### config.mk
export PLATFORM = sky130hd
export DESIGN_NAME = kmac_encode_stream
export DESIGN_NICKNAME = d
export VERILOG_FILES = /design/src/rtl/kmac_encode_stream.sv
export SDC_FILE = /design/constraint.sdc
export NUM_CORES = 1
export LEC_CHECK = 0
export ABC_AREA = 1
export CORE_ASPECT_RATIO = 0.7
export CORE_MARGIN = 2
export CORE_UTILIZATION = 25
export CTS_CLUSTER_DIAMETER = 150
export CTS_CLUSTER_SIZE = 25
export DETAILED_ROUTE_END_ITERATION = 7
export PLACE_DENSITY_LB_ADDON = 0.1
export SLEW_MARGIN = 15
export SYNTH_ARGS = -nofsm -noshare
export SYNTH_HDL_FRONTEND = slang
export SYNTH_SLANG_ARGS = --single-unit
### constraint.sdc
create_clock -name clk -period 6.25 [get_ports clk]
set_input_delay 1.25 -clock clk [delete_from_list [all_inputs] [get_ports clk]]
set_output_delay 1.25 -clock clk [all_outputs]
set_load 0.05 [all_outputs]
### src/rtl/kmac_encode_stream.sv
// kmac_encode_stream: streams right_encode/left_encode(x) one byte per valid/ready handshake.
module kmac_encode_stream #(
  parameter int VAL_W = 64,
  parameter int NB_W  = $clog2(VAL_W/8+2)
) (
  input  logic             clk,
  input  logic             rst,
  input  logic             start,
  input  logic             mode,
  input  logic [VAL_W-1:0] value,
  output logic             busy,
  output logic             out_valid,
  input  logic             out_ready,
  output logic [7:0]       out_byte,
  output logic             out_last,
  output logic [NB_W-1:0]  enc_len,
  output logic             done
);
  localparam int NB = VAL_W/8;
  typedef enum logic [1:0] {IDLE, CALC, EMIT, DONE} state_t;
  state_t state_q, state_d;
  logic [VAL_W-1:0] val_q, val_d;
  logic mode_q, mode_d, busy_q, busy_d, out_valid_q, out_valid_d, out_last_q, out_last_d, done_q, done_d;
  logic [7:0] out_byte_q, out_byte_d;
  logic [NB_W-1:0] idx_q, idx_d, enc_len_q, enc_len_d, n_calc, n_cur, nxt;
  // Byte at stream position i: the length byte sits first (left) or last (right).
  function automatic logic [7:0] sel_byte(input logic [VAL_W-1:0] x, input logic m,
                                          input logic [NB_W-1:0] n, input logic [NB_W-1:0] i);
    logic [VAL_W-1:0] s;
    s = x >> {(m ? n - i : n - NB_W'(1) - i), 3'b000};
    return (m ? i == '0 : i == n) ? 8'(n) : s[7:0];
  endfunction
  always_comb begin
    n_calc = NB_W'(1);
    for (int i = 1; i < NB; i++) if (val_q[8*i +: 8] != 8'd0) n_calc = NB_W'(i + 1);
    n_cur = enc_len_q - NB_W'(1);
    nxt = idx_q + NB_W'(1);
    state_d = state_q;
    val_d = val_q;
    mode_d = mode_q;
    idx_d = idx_q;
    enc_len_d = enc_len_q;
    busy_d = busy_q;
    out_valid_d = out_valid_q;
    out_byte_d = out_byte_q;
    out_last_d = out_last_q;
    done_d = 1'b0;
    case (state_q)
      IDLE: if (start) begin
        val_d = value;
        mode_d = mode;
        busy_d = 1'b1;
        state_d = CALC;
      end
      CALC: begin
        enc_len_d = n_calc + NB_W'(1);
        idx_d = '0;
        out_valid_d = 1'b1;
        out_byte_d = sel_byte(val_q, mode_q, n_calc, '0);
        out_last_d = 1'b0;
        state_d = EMIT;
      end
      EMIT: if (out_ready) begin
        if (out_last_q) begin
          out_valid_d = 1'b0;
          out_last_d = 1'b0;
          busy_d = 1'b0;
          done_d = 1'b1;
          state_d = DONE;
        end else begin
          idx_d = nxt;
          out_byte_d = sel_byte(val_q, mode_q, n_cur, nxt);
          out_last_d = nxt == n_cur;
        end
      end
      default: state_d = IDLE;
    endcase
  end
  always_ff @(posedge clk or posedge rst) begin
    if (rst) begin
      state_q <= IDLE;
      val_q <= '0;
      mode_q <= 1'b0;
      idx_q <= '0;
      enc_len_q <= '0;
      busy_q <= 1'b0;
      out_valid_q <= 1'b0;
      out_byte_q <= 8'd0;
      out_last_q <= 1'b0;
      done_q <= 1'b0;
    end else begin
      state_q <= state_d;
      val_q <= val_d;
      mode_q <= mode_d;
      idx_q <= idx_d;
      enc_len_q <= enc_len_d;
      busy_q <= busy_d;
      out_valid_q <= out_valid_d;
      out_byte_q <= out_byte_d;
      out_last_q <= out_last_d;
      done_q <= done_d;
    end
  end
  assign busy = busy_q;
  assign out_valid = out_valid_q;
  assign out_byte = out_byte_q;
  assign out_last = out_last_q;
  assign enc_len = enc_len_q;
  assign done = done_q;
endmodule

==> metrics.cfg, run 1 <==
[clocking]
cts_buffers = 9
cts_tree = built
cts_setup_buffers = 0
root_buffer = clkbuf_16
clk_latency_ns = 0.36
htree_num_levels = 3
path_clk_slew_ns = 0.07
cts_sinks = 87
clk_path_buf_depth = 2
cts_hold_buf = 0
post_cts_resize_count = 0

[critical_path]
rr_worst_depth = 14
r2r_start = enc_len[0]
critPathMaxFanout = 17
arrival_ns = 3.81
startpoint_type = flop
cp.required_ns = 6.54
r2r_slack_ns = 2.73
endpoint_kind = flop
crit_type = reg2reg
worstReg2RegEnd = out_byte[1]

[synth]
ys_ff_latch = 87
async_flop_share = 1.00
synth_warnings = 0
synth_commonest_cells = nand2_1 (106), nor2_1 (94), dfrtp_1 (87)
syn-num-nets = 792
synth.most_common_cell = nand2_1
synth.avg_cell_area_sq_um = 7.68
yosysTopAreaCell = dfrtp_1
synth_cells = 710
ys_seq_area_frac = 0.399
yosys-top-cells-area = dfrtp_1 (40%), a21oi_1 (7.5%), nand2_1 (7.3%)
synth_ff_type = dfrtp_1
syn-cell-area_sq_um = 5450
synth_top_area_share = 0.399
synth-edff-count = 0
synth_cell_type_count = 42

[floorplan]
rows = 45
die_w_um = 181
initial_core_util = 0.253
die_h_um = 128
core-area_sq_um = 21600
die_area_sq_um = 23000
ios = 85

[finish]
instances_no_fill = 1061
final_area_sq_um = 6800
drive_gt1_frac = 0.104
syn_to_final_growth_pct = 24.6
seqCellArea_sq_um = 2180
utilization = 0.315
final_nets = 856
fillers = 2343
antenna_cells = 0
multiInputGateArea_sq_um = 2740

[placement]
dp_hpwl_um = 13700
portBuffers = 84
pre_cts_slack_ns = 2.78
numPlacedInstances = 1045
place_area_sq_um = 6480
gp_congestion = 0.912

[timing]
period_needed_ns = 3.52
hold_viol_final = 0
fin_tns_setup_ns = 0
hold_slack_ns = 0.502
max_freq_mhz = 284
finalSetupViolCount = 0
clock_skew_ns = 0.0132
maxSlewViolCount = 0
relSlewSlack = 0.326
period_share = 0.563
rsz0062_at_grt = false
tightest_slew_ns = 1.01
fin_ws_ns = 2.73

[global_route]
grt_max_degree = 99
gr-total-overflow = 0
antenna_found_initial = 0
grt_pass1_wl_um = 28800
first_global_vias = 4919
grt_usage = 0.164

[min_path]
hp-class = reg2reg
min_from = out_valid
hold_end = out_valid
holdPathStages = 2

[power]
swShare = 0.529
peakVddDrop_uv = 169
finalPower_mw = 4.05
seqPwrFrac = 0.244
comb_power_share = 0.613
p_switching_mw = 2.14
intPower_mw = 1.91
leakage_nw = 3.02
clockPowerShare = 0.143
pwr_density_cell_nw_per_um2 = 596

[routing]
topRoutingLayerUsed = met4
dr.first_iter.drc_count = 362
drt_wl_total_um = 18400
drc = 0
vias_per_cell = 4.74
antenna_left = 0
first_pass_iters = 7
wl_met3_um = 1160
wl_met1_um = 9980
vias = 5027
routedWlPerCell_um = 17.3
met2_length_um = 7070

[outcome]
status = finished clean

[job]
maxCapViolCount = 0

## worst max-delay path: stages (launching register included)
cell	delay, ns
dfrtp_1	0.39
inv_1	0.11
ha_1	0.37
fa_1	0.51
o21ai_2	0.67
inv_2	0.35
o21ai_0	0.16
a21oi_1	0.07
o31ai_1	0.28
nand2_1	0.08
a21oi_1	0.13
o21ai_1	0.08
nand2_1	0.07
inv_1	0.06
a21oi_2	0.12
## power by group through the flow
stage | clock network (mW) | registers (mW) | logic (mW)
floorplan | 0 | 1.06 | 1.67
global placement | 0 | 0.994 | 2.41
detailed placement | 0 | 0.999 | 2.43
CTS | 0.602 | 0.989 | 2.45
global route | 0.624 | 1.02 | 2.72
finish | 0.580 | 0.988 | 2.48
## metal layers
layer | vias up | GRT usage
li1 | 2469 | -
met4 | 0 | 0.0356
met5 | - | 0
met3 | 12 | 0.0396
met1 | 2370 | 0.260
met2 | 176 | 0.220
## cells in the final DEF (no fill, tap or decap), types with 9 or more instances in the layout
cell             Yosys  routed
nand3_1             61      61
o21ai_0             39      39
inv_1               77      76
nand2_1            106     105
clkbuf_16            0       9
a21oi_1             82      82
dfrtp_1             87      87
inv_2               14      14
clkdlybuf4s50_1      0      84
ha_1                11      11
nor2_1              94      94
o211ai_1            27      27
## how the worst max path moves through the flow
stage	from	cells after the start	endpoint	slack [ns]
after floorplan	rst	1	busy	2.75
after global placement	enc_len[0]	14	out_byte[0]	2.82
after detailed placement	enc_len[0]	14	out_byte[0]	2.78
after CTS	enc_len[0]	14	out_byte[0]	2.74
after global routing	enc_len[0]	14	out_byte[1]	2.49
final	enc_len[0]	14	out_byte[1]	2.73
## cell type report
class,instances,share of cell area
clock inverters,6,0.0110
clock buffers,10,0.0352
repair buffers,87,0.127
multi-input cells,497,0.403
well taps,282,0.0519
inverters,92,0.0519
flip-flops and latches,87,0.320
## registers in the layout, summed over array words and instances, names as in the netlist
name       cells
enc_len        4
state_q        2
out_byte       8
done           1
busy           1
out_valid      1
val_q         64
out_last       1
idx_q          4
mode_q         1
## cell families (layout without fill, tap and decap cells)
logic type / after synthesis / in the layout / synth area share
mux: 7 / 7 / 0.0145
simple gates: 296 / 296 / 0.253
fa+ha+maj: 13 / 13 / 0.0326
xor+xnor: 9 / 9 / 0.0172
flops: 87 / 87 / 0.399
buf+inv: 126 / 195 / 0.100
compound gates: 172 / 172 / 0.184
Power figures use the tool's default switching activity.
==> run 2: changes to the inputs <==
Clock period 6.25 ns to 2.9 ns, I/O delays scaled along.
==> run 2 against run 1 <==
Combinational power grew to 2.6 times the previous value. Sequential share of layout area is 2.1 points lower. First-iteration DRC count shrank 4.1%. Sequential power up 110%. Count of clock-buffer cells in the layout did not move. Register-to-register slack worse by 2.6 ns. Fmax up 27%. Flip-flop and latch count unchanged. Via count is 3.3% higher. Clock skew is 0.0020 ns lower. Critical path depth is 2 higher.
==> metrics.cfg, run 2 (synthesis gave the netlist of run 1 again) <==
[min_path]
hold_end = out_valid
min_from = out_valid
hp-class = reg2reg
holdPathStages = 2

[routing]
dr.first_iter.drc_count = 347
drc = 0
vias_per_cell = 4.68
drt_wl_total_um = 19600
vias = 5194
antenna_left = 0
routedWlPerCell_um = 17.7
first_pass_iters = 5

[finish]
mostFrequentLayoutCells = nand2_1 (105), nor2_1 (94), dfrtp_1 (87)
fillers = 2309
largest_reg_flops = 64
drive_gt1_frac = 0.164
syn_to_final_growth_pct = 33.3
final_nets = 904
antenna_cells = 0
final_common_cell = nand2_1
largest_register = val_q
utilization = 0.337

[critical_path]
worstReg2RegEnd = out_byte[1]
critPathMaxFanout = 9
arrival_ns = 3.05
critPathLaunch = enc_len[1]
endpoint_kind = flop
startpoint_type = flop
r2r_slack_ns = 0.14
rr_worst_depth = 16
crit_type = reg2reg
cp.required_ns = 3.19
r2r_start = enc_len[1]

[floorplan]
die_w_um = 181
die_h_um = 128
ios = 85
rows = 45
initial_core_util = 0.253
die_area_sq_um = 23000
core-area_sq_um = 21600

[timing]
period_share = 0.952
finalSetupViolCount = 0
maxSlewViolCount = 0
rsz0062_at_grt = true
clock_skew_ns = 0.0112
tightest_slew_ns = 0.920
max_freq_mhz = 362
relSlewSlack = 0.384
period_needed_ns = 2.76
hold_viol_final = 0
hold_slack_ns = 0.499

[clocking]
htree_num_levels = 3
cts_tree = built
cts_hold_buf = 0
path_clk_slew_ns = 0.07
clk_latency_ns = 0.36
root_buffer = clkbuf_16
clk_path_buf_depth = 2
cts_buffers = 9
cts_sinks = 87

[global_route]
grt_max_degree = 88
gr-total-overflow = 0
first_global_vias = 5156
grt_usage = 0.176
grt_pass1_wl_um = 30600
antenna_found_initial = 0

[power]
peakVddDrop_uv = 694
leakage_nw = 3.28
pwr_density_cell_nw_per_um2 = 1320
finalPower_mw = 9.58

[placement]
gp_congestion = 0.869
dp_hpwl_um = 14800
portBuffers = 84

[job]
maxCapViolCount = 0

[outcome]
status = finished clean

## run 2: cell count changes in the layout (fill, tap and decap cells not counted), moves of 2 or more
cell      previous run  this run
buf_4                3        43
buf_12               0         6
clkinv_4             1         4
a21oi_1             82        80
a21oi_2              4         6
buf_6                0         2
ha_1                11         9
ha_4                 0         2
o22ai_1              7         5
o22ai_2              0         2
## run 2: worst max-delay path, stage by stage (launching register included)
cell and delay, ns:
dfrtp_1 0.38, inv_1 0.10, ha_4 0.30, inv_1 0.09, fa_1 0.54, nand2_1 0.06, o21ai_2 0.11, inv_4 0.11
o21ai_0 0.12, a21oi_2 0.08, o31ai_1 0.25, nand2_1 0.07, a21oi_1 0.12, o21ai_1 0.09, nand2_1 0.07, inv_1 0.07
a21oi_2 0.12
## run 2: per-stage QoR
stage	setup TNS, ns	setup WS, ns	area, sq um	std cells
2_1_floorplan	-0.00753	-0.00753	5450	710
3_3_place_gp	-0.0753	-0.0523	6900	1092
3_5_place_dp	-0.0940	-0.0527	6900	1092
4_1_cts	0	0.00206	7190	1108
5_1_grt	-0.0858	-0.0470	7270	1109
6_report	0	0.140	7270	1109
## run 2: how the worst max path moves through the flow
stage / endpoint / slack [ns]
2_1_floorplan: out_byte[0] / -0.008
3_3_place_gp: out_byte[1] / -0.05
3_5_place_dp: out_byte[1] / -0.05
4_1_cts: out_byte[1] / 0.002
5_1_grt: out_byte[0] / -0.05
6_report: out_byte[1] / 0.14
## run 2: what timing repair did
action                                  CTS  global route
pin swaps                                 0             1
gates resized for setup                   3             9
setup buffers                             0             1
gates cloned                              0             0
endpoints found under the setup margin    3             8
## run 2: area by class of cell
class	count	area [sq um]	area share
clock inverter	6	55.1	0.00757
sequential	87	2180	0.299
multi-input combinational	497	2800	0.385
timing repair buffer	135	1310	0.180
clock buffer	10	229	0.0315
tap	282	353	0.0485
inverter	92	354	0.0487
## run 2: metal layers
metal	wire, um	vias to the layer above	track usage
met5	0	-	0
met3	1150	15	0.0419
li1	-	2570	-
met2	7380	161	0.228
met4	211	0	0.0432
met1	10900	2448	0.282
## run 2: where the power goes
group	total, mW	switching, mW	internal [mW]	leakage (nW)
Sequential	2.08	0.329	1.75	0.972
Clock	1.16	0.562	0.597	0.139
Combinational	6.35	4.05	2.29	2.17
Total	9.58	4.94	4.64	3.28
